==> config.mk <==
export PLATFORM = sky130hd
export DESIGN_NAME = huffman_bit_packer
export DESIGN_NICKNAME = d
export VERILOG_FILES = /design/src/rtl/huffman_bit_packer.sv
export SDC_FILE = /design/constraint.sdc
export NUM_CORES = 1
export LEC_CHECK = 0
export BUFFER_PORTS_ARGS = -buffer_cell sky130_fd_sc_hd__buf_2
export CAP_MARGIN = 10
export CORE_MARGIN = 5
export CORE_UTILIZATION = 40
export DETAILED_ROUTE_END_ITERATION = 16
export PLACE_DENSITY_LB_ADDON = 0.1
export SYNTH_ARGS = -nofsm -noshare
export SYNTH_HDL_FRONTEND = slang
export SYNTH_SLANG_ARGS = --single-unit
==> constraint.sdc <==
create_clock -name clk -period 5.9 [get_ports clk]
set_clock_uncertainty 0.15 [all_clocks]
set_input_delay 0.885 -clock clk [delete_from_list [all_inputs] [get_ports clk]]
set_output_delay 0.885 -clock clk [all_outputs]
set_load 0.05 [all_outputs]
==> src/rtl/huffman_bit_packer.sv <==
// huffman_bit_packer
// Packs Huffman codewords for a stream of gray symbols (1..6) into an
// MSB-first byte stream with valid/ready handshakes on both sides.
//
// Ports:
//   clk, reset          clock (rising edge), synchronous active-high reset
//   code_valid          codeword tables valid (level); latched once in IDLE
//   HC1..HC6, M1..M6    right-aligned codewords and their length masks
//   sym_valid/sym_data/sym_last/sym_ready   symbol input handshake
//   byte_valid/byte_data/byte_last/byte_ready   packed byte output handshake
//   bit_total           total code bits accepted, saturating at 0xFFFF
//   err                 sticky: illegal symbol consumed
//   done                sticky: final byte transferred (or empty stream ended)
module huffman_bit_packer #(
    parameter int ACC_W = 16,
    parameter int NSYM  = 6
) (
    input  logic              clk,
    input  logic              reset,
    input  logic              code_valid,
    input  logic [7:0]        HC1,
    input  logic [7:0]        HC2,
    input  logic [7:0]        HC3,
    input  logic [7:0]        HC4,
    input  logic [7:0]        HC5,
    input  logic [7:0]        HC6,
    input  logic [7:0]        M1,
    input  logic [7:0]        M2,
    input  logic [7:0]        M3,
    input  logic [7:0]        M4,
    input  logic [7:0]        M5,
    input  logic [7:0]        M6,
    input  logic              sym_valid,
    input  logic [7:0]        sym_data,
    input  logic              sym_last,
    output logic              sym_ready,
    output logic              byte_valid,
    output logic [7:0]        byte_data,
    output logic              byte_last,
    input  logic              byte_ready,
    output logic [15:0]       bit_total,
    output logic              err,
    output logic              done
);

    typedef enum logic [1:0] {
        S_IDLE  = 2'd0,
        S_RUN   = 2'd1,
        S_FLUSH = 2'd2,
        S_DONE  = 2'd3
    } state_t;

    function automatic logic [3:0] popcount8(input logic [7:0] v);
        logic [3:0] c;
        c = 4'd0;
        for (int i = 0; i < 8; i++) begin
            c = c + {3'd0, v[i]};
        end
        return c;
    endfunction

    state_t             r_state;
    state_t             w_state_nx;
    logic [ACC_W-1:0]   r_acc;
    logic [4:0]         r_cnt;
    logic [15:0]        r_bit_total;
    logic               r_err;
    logic [7:0]         r_hc  [NSYM];
    logic [3:0]         r_len [NSYM];

    logic [7:0]         w_hc_in [NSYM];
    logic [7:0]         w_m_in  [NSYM];
    logic               w_sym_legal;
    logic [7:0]         w_code;
    logic [3:0]         w_len;
    logic [7:0]         w_code_m;
    logic               w_accept;
    logic               w_xfer;
    logic               w_app;
    logic [ACC_W-1:0]   w_acc_sh;
    logic [4:0]         w_cnt_sh;
    logic [4:0]         w_shamt;
    logic [ACC_W-1:0]   w_ins;
    logic [ACC_W-1:0]   w_acc_nx;
    logic [4:0]         w_cnt_nx;
    logic [16:0]        w_total_sum;
    logic [15:0]        w_total_nx;

    assign w_hc_in[0] = HC1;
    assign w_hc_in[1] = HC2;
    assign w_hc_in[2] = HC3;
    assign w_hc_in[3] = HC4;
    assign w_hc_in[4] = HC5;
    assign w_hc_in[5] = HC6;
    assign w_m_in[0]  = M1;
    assign w_m_in[1]  = M2;
    assign w_m_in[2]  = M3;
    assign w_m_in[3]  = M4;
    assign w_m_in[4]  = M5;
    assign w_m_in[5]  = M6;

    // Codeword lookup for the offered symbol; out-of-range symbols select nothing.
    always_comb begin
        w_sym_legal = 1'b0;
        w_code      = 8'd0;
        w_len       = 4'd0;
        case (sym_data)
            8'd1:    begin w_sym_legal = 1'b1; w_code = r_hc[0]; w_len = r_len[0]; end
            8'd2:    begin w_sym_legal = 1'b1; w_code = r_hc[1]; w_len = r_len[1]; end
            8'd3:    begin w_sym_legal = 1'b1; w_code = r_hc[2]; w_len = r_len[2]; end
            8'd4:    begin w_sym_legal = 1'b1; w_code = r_hc[3]; w_len = r_len[3]; end
            8'd5:    begin w_sym_legal = 1'b1; w_code = r_hc[4]; w_len = r_len[4]; end
            8'd6:    begin w_sym_legal = 1'b1; w_code = r_hc[5]; w_len = r_len[5]; end
            default: begin w_sym_legal = 1'b0; w_code = 8'd0;    w_len = 4'd0;     end
        endcase
    end

    // Accumulator update: shift out a transferred byte first, then append the
    // new code at the post-shift fill position. Bits below the fill level are
    // always zero, which gives the zero pad of the last byte for free.
    always_comb begin
        w_accept = sym_valid & sym_ready;
        w_xfer   = byte_valid & byte_ready;
        w_app    = w_accept & w_sym_legal;
        w_code_m = w_code & (8'hFF >> (4'd8 - w_len));
        if (w_xfer) begin
            w_acc_sh = {r_acc[ACC_W-9:0], 8'd0};
            w_cnt_sh = (r_cnt > 5'd8) ? (r_cnt - 5'd8) : 5'd0;
        end else begin
            w_acc_sh = r_acc;
            w_cnt_sh = r_cnt;
        end
        // Accept needs cnt <= 8 and len <= 8, so the shift amount never underflows.
        w_shamt     = 5'd16 - w_cnt_sh - {1'b0, w_len};
        w_ins       = {8'd0, w_code_m} << w_shamt;
        w_total_sum = {1'b0, r_bit_total} + {13'd0, w_len};
        if (w_app) begin
            w_acc_nx   = w_acc_sh | w_ins;
            w_cnt_nx   = w_cnt_sh + {1'b0, w_len};
            w_total_nx = w_total_sum[16] ? 16'hFFFF : w_total_sum[15:0];
        end else begin
            w_acc_nx   = w_acc_sh;
            w_cnt_nx   = w_cnt_sh;
            w_total_nx = r_bit_total;
        end
    end

    // FSM state register.
    always_ff @(posedge clk) begin
        if (reset) begin
            r_state <= S_IDLE;
        end else begin
            r_state <= w_state_nx;
        end
    end

    // FSM next-state decode.
    always_comb begin
        w_state_nx = r_state;
        case (r_state)
            S_IDLE: begin
                if (code_valid) begin
                    w_state_nx = S_RUN;
                end else begin
                    w_state_nx = S_IDLE;
                end
            end
            S_RUN: begin
                if (w_accept && sym_last) begin
                    // An illegal final symbol on an empty accumulator leaves nothing to flush.
                    w_state_nx = (w_cnt_nx == 5'd0) ? S_DONE : S_FLUSH;
                end else begin
                    w_state_nx = S_RUN;
                end
            end
            S_FLUSH: begin
                if (w_xfer && byte_last) begin
                    w_state_nx = S_DONE;
                end else begin
                    w_state_nx = S_FLUSH;
                end
            end
            S_DONE:  w_state_nx = S_DONE;
            default: w_state_nx = S_IDLE;
        endcase
    end

    // FSM outputs, decoded from registers only.
    always_comb begin
        sym_ready  = (r_state == S_RUN) && (r_cnt <= 5'd8);
        byte_valid = (((r_state == S_RUN) || (r_state == S_FLUSH)) && (r_cnt >= 5'd8)) ||
                     ((r_state == S_FLUSH) && (r_cnt > 5'd0));
        byte_data  = r_acc[ACC_W-1:ACC_W-8];
        byte_last  = (r_state == S_FLUSH) && (r_cnt <= 5'd8);
        done       = (r_state == S_DONE);
        bit_total  = r_bit_total;
        err        = r_err;
    end

    // Datapath registers: code tables, accumulator, counters, sticky error.
    always_ff @(posedge clk) begin
        if (reset) begin
            r_acc       <= '0;
            r_cnt       <= 5'd0;
            r_bit_total <= 16'd0;
            r_err       <= 1'b0;
            for (int i = 0; i < NSYM; i++) begin
                r_hc[i]  <= 8'd0;
                r_len[i] <= 4'd0;
            end
        end else begin
            if ((r_state == S_IDLE) && code_valid) begin
                for (int i = 0; i < NSYM; i++) begin
                    r_hc[i]  <= w_hc_in[i];
                    r_len[i] <= popcount8(w_m_in[i]);
                end
            end
            r_acc       <= w_acc_nx;
            r_cnt       <= w_cnt_nx;
            r_bit_total <= w_total_nx;
            if (w_accept && !w_sym_legal) begin
                r_err <= 1'b1;
            end
        end
    end

endmodule

==> results.toml, run 1 <==
[detailed_routing]
routed_via_density = 5.22
drt-total-wl_um = 18200
ant_nets = 0
drtPass1Iterations = 4
vias = 5836
drt_iter0_markers = 303
wl_per_cell_um = 16.3
drc = 0

[logic_synthesis]
syn_avg_cell_area_um2 = 9.93
synth_commonest_cells = "inv_1, edfxtp_1, and2_1"
async_flop_share = 0
netlist_area_um2 = 7580
yosys.area.top_type = "edfxtp_1"
synth_edf_count = 72
netlist-cell-type-count = 73
synth-seq-area-share = 0.391
synth_area_leaders = "edfxtp_1, dfxtp_1, fa_1, ha_1, and2_1"
yosys_warnings = 0
netlist_instances = 763
yosysMostFrequentCell = "inv_1"
ys_seq_elements = 112
syn_nets = 941
synth_top_area_share = 0.285
synth_flop_cell = "edfxtp_1"

[worst_setup_path]
critPathCaptureType = "register"
cp.required_ps = 6020
path_common_cell = "inv_1"
path_max_fanout = 36
reg2reg_to = "r_acc[8]$_SDFF_PP0_"
r2r_start = "r_cnt[0]$_SDFF_PP0_"
rr_worst_depth = 13
critPathLaunchType = "input port"
slowest_delay_ps = 680
critical_path_class = "in -> reg"
worstSetupStartpoint = "sym_data[2]"
worstPathArrival_ps = 5030
cpMaxStageDelayCell = "a211oi_2"
cp_cell_sequence = "buf_2, mux2i_1, a2111oi_2, o31ai_1, inv_1, ha_1, inv_1, ha_1, inv_1, fa_1, xnor2_1, a211oi_2, a31oi_1, a221oi_1"
worstSetupEndpoint = "r_acc[8]$_SDFF_PP0_"
reg2reg_setup_slack_ps = 1610

[floorplanning]
die_h_um = 148
row_count = 50
ios = 139
die-area_um2 = 21800
chipWidth_um = 148
coreArea_um2 = 18700
start_util = 0.405

[global_route]
track_usage = 0.169
grt_pass1_wl_um = 29900
grt_pass1_vias = 6167
antenna_found_initial = 1
grt_max_degree = 73
overflow = 0

[place]
hpwl_um = 14000
portBuffers = 138
post-place-ws_ps = 552
placed_cells = 1101
place_congestion = 0.840

[pwr]
p_leak_uw = 0.00386
vdd_ir_drop_max_mv = 0.134
power_density_nw_per_um2 = 222

[clock_network]
clkSlewWorstSetupHoldPaths_ps = 80
cts_setup_buffers = 0
cts-root-buf = "clkbuf_16"
clockBufferDepth = 2
cts_hold_buf = 0
ctsResizeCount = 0
h-tree-depth = 3
cts_buffers = 9
clock_latency_ps = 370
cts_tree = "yes"
clock-sinks = 112

[sta]
hold_slack_ps = 319
worst_pin_slew_ps = 957
fin_crit_sh = 0.831
fin_ws_ps = 995
slew_headroom = 0.358
rsz0062_at_grt = "false"
slew_viol_final = 0
period_needed_ps = 4900
fin_setup_tns_ps = 0
setup_viol = 0
hold_viol = 0
timing.fmax_ghz = 0.204

[cells_and_area]
syn_to_final_growth_pct = 15.5
antenna_cells = 0
fillerInstances = 1799
final_util = 0.468
drive_gt1_frac = 0.213
fin_cells = 1117
fin_nets = 1056

[run_status]
status = "finished, final reports clean"

[worst_hold_path]
hp-class = "reg -> reg"

[flow_run]
max-cap-violations = 0
[where the power goes]
part / internal, uW / switching (uW)
registers: 892 / 15.1
logic: 150 / 191
clock network: 385 / 315
total: 1430 / 521
[worst max-delay path, delay by kind of cell]
family,cells,cell delay (ps)
AOI/OAI and AO/OA,5,1710
xor gates and xnor gates,1,290
muxes,1,300
adders and majority gates,3,930
buffers and inverters,4,890
[metrics by stage]
| stage | area (um^2) | power (uW) |
|---|---|---|
| 3_5_place_dp | 8410 | 1270 |
| 4_1_cts | 8760 | 1970 |
| 2_1_floorplan | 7580 | 1160 |
| 5_1_grt | 8760 | 2050 |
| 6_report | 8760 | 1950 |
| 3_3_place_gp | 8410 | 1260 |
[final cells by class]
type / instances / area [um^2] / area share
Multi-Input combinational cell: 525 / 4090 / 0.467
Sequential cell: 112 / 2960 / 0.338
Timing Repair Buffer: 148 / 766 / 0.0875
Inverter: 82 / 308 / 0.0352
Tap cell: 234 / 293 / 0.0334
Clock buffer: 9 / 225 / 0.0257
Clock inverter: 7 / 116 / 0.0133
[cell usage in the layout, fill, tap and decap left out, types with 8 or more instances in the layout]
cell type and n:
and2_1 62, nor2_1 56, xnor2_1 9, buf_2 138
edfxtp_1 72, nand2_1 32, a32oi_1 8, clkbuf_16 9
fa_1 28, mux2i_1 31, nand3b_1 8, ha_1 40
buf_4 10, a21oi_1 44, nor3b_1 8, inv_1 81
a31oi_1 9, nand3_1 10, o21ai_0 17, dfxtp_1 40
xor2_1 11, nor3_1 19, nor2b_1 9
[layer usage]
layer | up-vias | global-route usage | routed length [um] | share of wire
li1 | 2916 | - | - | -
met1 | 2763 | 0.212 | 8130 | 0.45
met2 | 134 | 0.301 | 9000 | 0.50
met3 | 21 | 0.0264 | 769 | 0.042
met4 | 2 | 0.0522 | 262 | 0.014
met5 | - | 0 | 7 | 0.00039
[how the worst min path moves through the flow]
stage | start | endpoint | slack, ps | cells past startpoint
after global routing | err$_SDFFE_PP0P_ | err$_SDFFE_PP0P_ | 360 | 2
after detailed placement | err$_SDFFE_PP0P_ | err$_SDFFE_PP0P_ | 310 | 2
final | err$_SDFFE_PP0P_ | err$_SDFFE_PP0P_ | 320 | 2
after CTS | err$_SDFFE_PP0P_ | err$_SDFFE_PP0P_ | 330 | 2
after global placement | err$_SDFFE_PP0P_ | err$_SDFFE_PP0P_ | 300 | 2
after floorplan | r_acc[2]$_SDFF_PP0_ | r_acc[2]$_SDFF_PP0_ | 300 | 2
[registers in the layout (all words and copies together), names as in the netlist]
register,cells
r_len,24
r_acc,16
r_hc,48
r_state,2
r_cnt,5
bit_total,16
err,1
[cell families after synthesis]
kind of cell / count (synthesis) / share of synthesized area
compound gates: 148 / 0.134
xor+xnor: 20 / 0.0231
fa+ha+maj: 68 / 0.140
buf+inv: 126 / 0.0728
flops: 112 / 0.391
mux: 39 / 0.0543
simple gates: 250 / 0.185
No activity file was read; power rests on OpenSTA's default activity.
==> run 2: changes to the inputs <==
- clock period: 5.9 -> 4.5 ns (I/O delays scaled with it)
==> run 2 against run 1 <==
Effect of this change:
- flip-flop and latch count is the same
- sequential share of layout area down 0.13 points
- worst hold slack worse by 0.61 ps
- count of clock-buffer cells in the layout unchanged
- critical path depth up 3
- largest cell class unchanged
- critical path type is now reg -> reg
- largest power group unchanged
==> results.toml, run 2 (same netlist as run 1, synthesis figures left out) <==
[run_status]
status = "finished, final reports clean"

[worst_hold_path]
worst_hold_path.num_cells = 2
hp-class = "reg -> reg"

[sta]
hold_viol = 0
slew_headroom = 0.364
timing.fmax_ghz = 0.249
fin_crit_sh = 0.893
worst_pin_slew_ps = 954
fin_setup_tns_ps = 0
period_needed_ps = 4020
slew_viol_final = 0
setup_viol = 0
rsz0062_at_grt = "false"

[floorplanning]
row_count = 50
die_h_um = 148
ios = 139
start_util = 0.405
die-area_um2 = 21800
coreArea_um2 = 18700
chipWidth_um = 148

[global_route]
antenna_found_initial = 2
overflow = 0
grt_pass1_wl_um = 30600
grt_pass1_vias = 6209
grt_max_degree = 73
track_usage = 0.172

[clock_network]
cts_setup_buffers = 0
clock_latency_ps = 370
clockBufferDepth = 2
ctsResizeCount = 0
clock-sinks = 112
cts_tree = "yes"
clkSlewWorstSetupHoldPaths_ps = 80
cts-root-buf = "clkbuf_16"
cts_hold_buf = 0
cts_buffers = 9
h-tree-depth = 3

[detailed_routing]
ant_nets = 0
wl_per_cell_um = 16.2
drt_iter0_markers = 262
drtPass1Iterations = 5
routed_via_density = 5.25
vias = 5910
drt-total-wl_um = 18300
drc = 0

[worst_setup_path]
worstPathArrival_ps = 4130
critPathLaunchType = "register"
cpMaxStageDelayCell = "fa_1"
critPathCaptureType = "register"
cp_cell_sequence = "inv_1, ha_1, o22ai_1, nand2_1, nand3_1, and2_1, ha_1, inv_1, fa_1, a21o_1, a21oi_1, xor2_1, a21oi_2, nand3_1, o31ai_1, a31oi_1, a221oi_1"
critical_path_class = "reg -> reg"
rr_worst_depth = 17
path_max_fanout = 7
cp.required_ps = 4610
slowest_delay_ps = 450

[cells_and_area]
final_cell_mix = "buf_2, inv_1, edfxtp_1"
syn_to_final_growth_pct = 16.0
layout_commonest_cell = "buf_2"
top_register = "r_hc"
drive_gt1_frac = 0.221
largest_register_ff_count = 48
fillerInstances = 1796
fin_area_um2 = 8790
fin_nets = 1064
reg.largest.list = "r_hc (48), r_len (24)"

[place]
portBuffers = 138
hpwl_um = 14300
place_area_um2 = 8480
place_congestion = 0.852

[pwr]
power_density_nw_per_um2 = 279
p_leak_uw = 0.00387
vdd_ir_drop_max_mv = 0.169
p_total_uw = 2450

[flow_run]
max-cap-violations = 0
[run 2: final timing paths]
path | slack, ps | startpoint | endpoint
max | 480 | r_state[0]$_SDFF_PP0_ | r_acc[8]$_SDFF_PP0_
min | 320 | err$_SDFFE_PP0P_ | err$_SDFFE_PP0P_
min reg2reg | 320 | err$_SDFFE_PP0P_ | err$_SDFFE_PP0P_
max reg2reg | 480 | r_state[0]$_SDFF_PP0_ | r_acc[8]$_SDFF_PP0_
[run 2: area by class of cell]
type	count	area, um^2	area share
Clock buffer	9	225	0.0256
Sequential cell	112	2960	0.337
Multi-Input combinational cell	525	4090	0.465
Clock inverter	7	81.3	0.00925
Inverter	82	308	0.0350
Antenna cell	1	2.50	0.000285
Timing Repair Buffer	156	826	0.0940
Tap cell	234	293	0.0333
[run 2: worst max-delay path, delay by kind of cell (launching register included)]
kind | cells | cell delay [ps]
compound gates | 7 | 1470
fa+ha+maj | 3 | 980
simple gates | 4 | 640
flops | 1 | 380
buf+inv | 2 | 170
xor+xnor | 1 | 120
[run 2: per-stage QoR]
step | cells | hold slack (ps) | utilization | setup WS, ps
detailed placement | 1109 | 304 | 0.453 | 97.9
floorplan | 763 | 300 | - | 205
CTS | 1125 | 322 | 0.470 | 467
finish | 1126 | 318 | 0.470 | 479
global placement | 1109 | 300 | 0.453 | 246
global route | 1126 | 361 | 0.470 | 0.333
[run 2: metal layers]
metal,wire length (um),vias up,track usage,share of wire
met5,7,-,0,0.00038
met4,234,2,0.0489,0.013
met3,901,16,0.0297,0.049
met2,8890,141,0.300,0.49
met1,8250,2824,0.219,0.45
li1,-,2927,-,-
[run 2: power breakdown]
group          total, uW  internal, uW  leakage, uW  switching [uW]
Sequential          1190          1170      0.00110            21.2
Clock                814           398     0.000150             417
Combinational        443           196      0.00262             247
==> run 3: changes to the inputs <==
--- a/config.mk
+++ b/config.mk
@@ -10,3 +10,3 @@
 export CORE_MARGIN = 5
-export CORE_UTILIZATION = 40
+export CORE_UTILIZATION = 45
 export DETAILED_ROUTE_END_ITERATION = 16
==> constraint.sdc (replaced) <==
create_clock -name clk -period 4.5 [get_ports clk]
set_clock_uncertainty 0.15 [all_clocks]
set_input_delay 0.9 -clock clk [delete_from_list [all_inputs] [get_ports clk]]
set_output_delay 0.9 -clock clk [all_outputs]
set_load 0.05 [all_outputs]
==> run 3 against run 2 <==
Effect of this change:
- count of clock-buffer cells in the layout did not move
- critical path depth fell by 2
- routed wire length rose by 0.83%
- worst hold slack improved by 2.3 ps
- register-to-register slack improved by 150 ps
- largest cell class unchanged
- largest power group unchanged
==> results.toml, run 3 (same netlist as run 1, synthesis figures left out) <==
[run_status]
status = "finished, final reports clean"

[sta]
setup_viol = 0
fin_crit_sh = 0.922
timing.fmax_ghz = 0.241
hold_slack_ps = 321
fin_ws_ps = 353
period_needed_ps = 4150
worst_pin_slew_ps = 942
rsz0062_at_grt = "false"
slew_viol_final = 0
slew_headroom = 0.372
fin_setup_tns_ps = 0
hold_viol = 0

[place]
portBuffers = 138
place_area_um2 = 8580
hpwl_um = 14600
place_congestion = 0.894
post-place-ws_ps = 0.651
placed_cells = 1108

[worst_setup_path]
worstPathArrival_ps = 4290
critical_path_class = "in -> reg"
path_common_cell = "inv_1"
cpMaxStageDelayCell = "or3_1"
critPathCaptureType = "register"
reg2reg_setup_slack_ps = 630
cp_cell_sequence = "buf_2, or3b_1, o22ai_1, o21ai_1, inv_1, ha_1, inv_1, fa_1, nor2b_1, o21ai_0, a21oi_2, nand4_1, or3_1, o21a_1, nor2_1"
path_max_fanout = 13
worstSetupEndpoint = "bit_total[6]$_SDFFE_PP0P_"
r2r_start = "r_state[0]$_SDFF_PP0_"
cp.required_ps = 4640
rr_worst_depth = 16
reg2reg_to = "r_acc[12]$_SDFF_PP0_"
critPathLaunchType = "input port"
slowest_delay_ps = 590
worstSetupStartpoint = "sym_data[1]"

[cells_and_area]
top_register = "r_hc"
layout_commonest_cell = "buf_2"
fin_nets = 1077
multiInputGateArea_um2 = 4110
fin_area_um2 = 8900
regArea_um2 = 2960
antenna_cells = 0
final_cell_mix = "buf_2, inv_1, edfxtp_1"
reg.largest.list = "r_hc (48), r_len (24)"
largest_register_ff_count = 48
drive_gt1_frac = 0.232
syn_to_final_growth_pct = 17.4
fin_cells = 1124
fillerInstances = 1550

[global_route]
track_usage = 0.192
antenna_found_initial = 0
grt_max_degree = 73
overflow = 0
grt_pass1_wl_um = 30800
grt_pass1_vias = 6278

[floorplanning]
chipWidth_um = 140
ios = 139
row_count = 47
coreArea_um2 = 16500
start_util = 0.459
die-area_um2 = 19500
die_h_um = 140

[pwr]
switching_share = 0.270
comb_power_share = 0.183
power_density_nw_per_um2 = 279
p_leak_uw = 0.00394
internal_power_uw = 1810
p_switching_uw = 671
clkPwrFrac = 0.338
seqPwrFrac = 0.479
vdd_ir_drop_max_mv = 0.178

[clock_network]
cts_hold_buf = 0
cts_tree = "yes"
clock-sinks = 112
ctsResizeCount = 0
clkSlewWorstSetupHoldPaths_ps = 70
cts-root-buf = "clkbuf_16"
clock_latency_ps = 370
cts_setup_buffers = 0
h-tree-depth = 3
clockBufferDepth = 2
cts_buffers = 9

[detailed_routing]
drt-total-wl_um = 18400
drtPass1Iterations = 4
vias = 5915
drc = 0
drt_iter0_markers = 296
wl_per_cell_um = 16.4
ant_nets = 0
routed_via_density = 5.26

[flow_run]
max-cap-violations = 0

[worst_hold_path]
hp-class = "reg -> reg"
## run 3: worst max-delay path: cells and delay by family
| family | cells | cell delay, ps |
|---|---|---|
| buf+inv | 3 | 460 |
| simple gates | 5 | 1420 |
| fa+ha+maj | 2 | 560 |
| compound gates | 5 | 950 |
## run 3: final cells by class
cell class / count / share of cell area
Clock inverter: 7 / 0.00942
Clock buffer: 9 / 0.0253
Multi-Input combinational cell: 525 / 0.462
Sequential cell: 112 / 0.333
Timing Repair Buffer: 169 / 0.105
Tap cell: 220 / 0.0309
Inverter: 82 / 0.0346
## run 3: metrics by stage
step | power, uW | utilization
5_1_grt | 2630 | 0.538
3_3_place_gp | 1650 | 0.519
3_5_place_dp | 1680 | 0.519
2_1_floorplan | 1520 | -
6_report | 2480 | 0.538
4_1_cts | 2520 | 0.538
## run 3: worst min path at each step
stage	depth (start not counted)	to	startpoint
floorplan	2	r_acc[2]$_SDFF_PP0_	r_acc[2]$_SDFF_PP0_
global placement	2	err$_SDFFE_PP0P_	err$_SDFFE_PP0P_
detailed placement	2	err$_SDFFE_PP0P_	err$_SDFFE_PP0P_
CTS	2	err$_SDFFE_PP0P_	err$_SDFFE_PP0P_
global route	2	r_acc[0]$_SDFF_PP0_	r_acc[0]$_SDFF_PP0_
finish	2	err$_SDFFE_PP0P_	err$_SDFFE_PP0P_
## run 3: power by group through the flow
stage               registers, uW  logic (uW)  clock network [uW]
floorplan                    1210         310                   0
global placement             1210         441                   0
detailed placement           1210         461                   0
CTS                          1190         465                 861
global route                 1200         530                 903
finish                       1190         455                 840
## run 3: layer usage
| layer | global-route usage | routed length (um) | vias to the layer above |
|---|---|---|---|
| met1 | 0.247 | 8270 | 2814 |
| met5 | 0 | 0 | - |
| li1 | - | - | 2964 |
| met2 | 0.335 | 9140 | 121 |
| met4 | 0.0571 | 248 | 0 |
| met3 | 0.0281 | 772 | 16 |
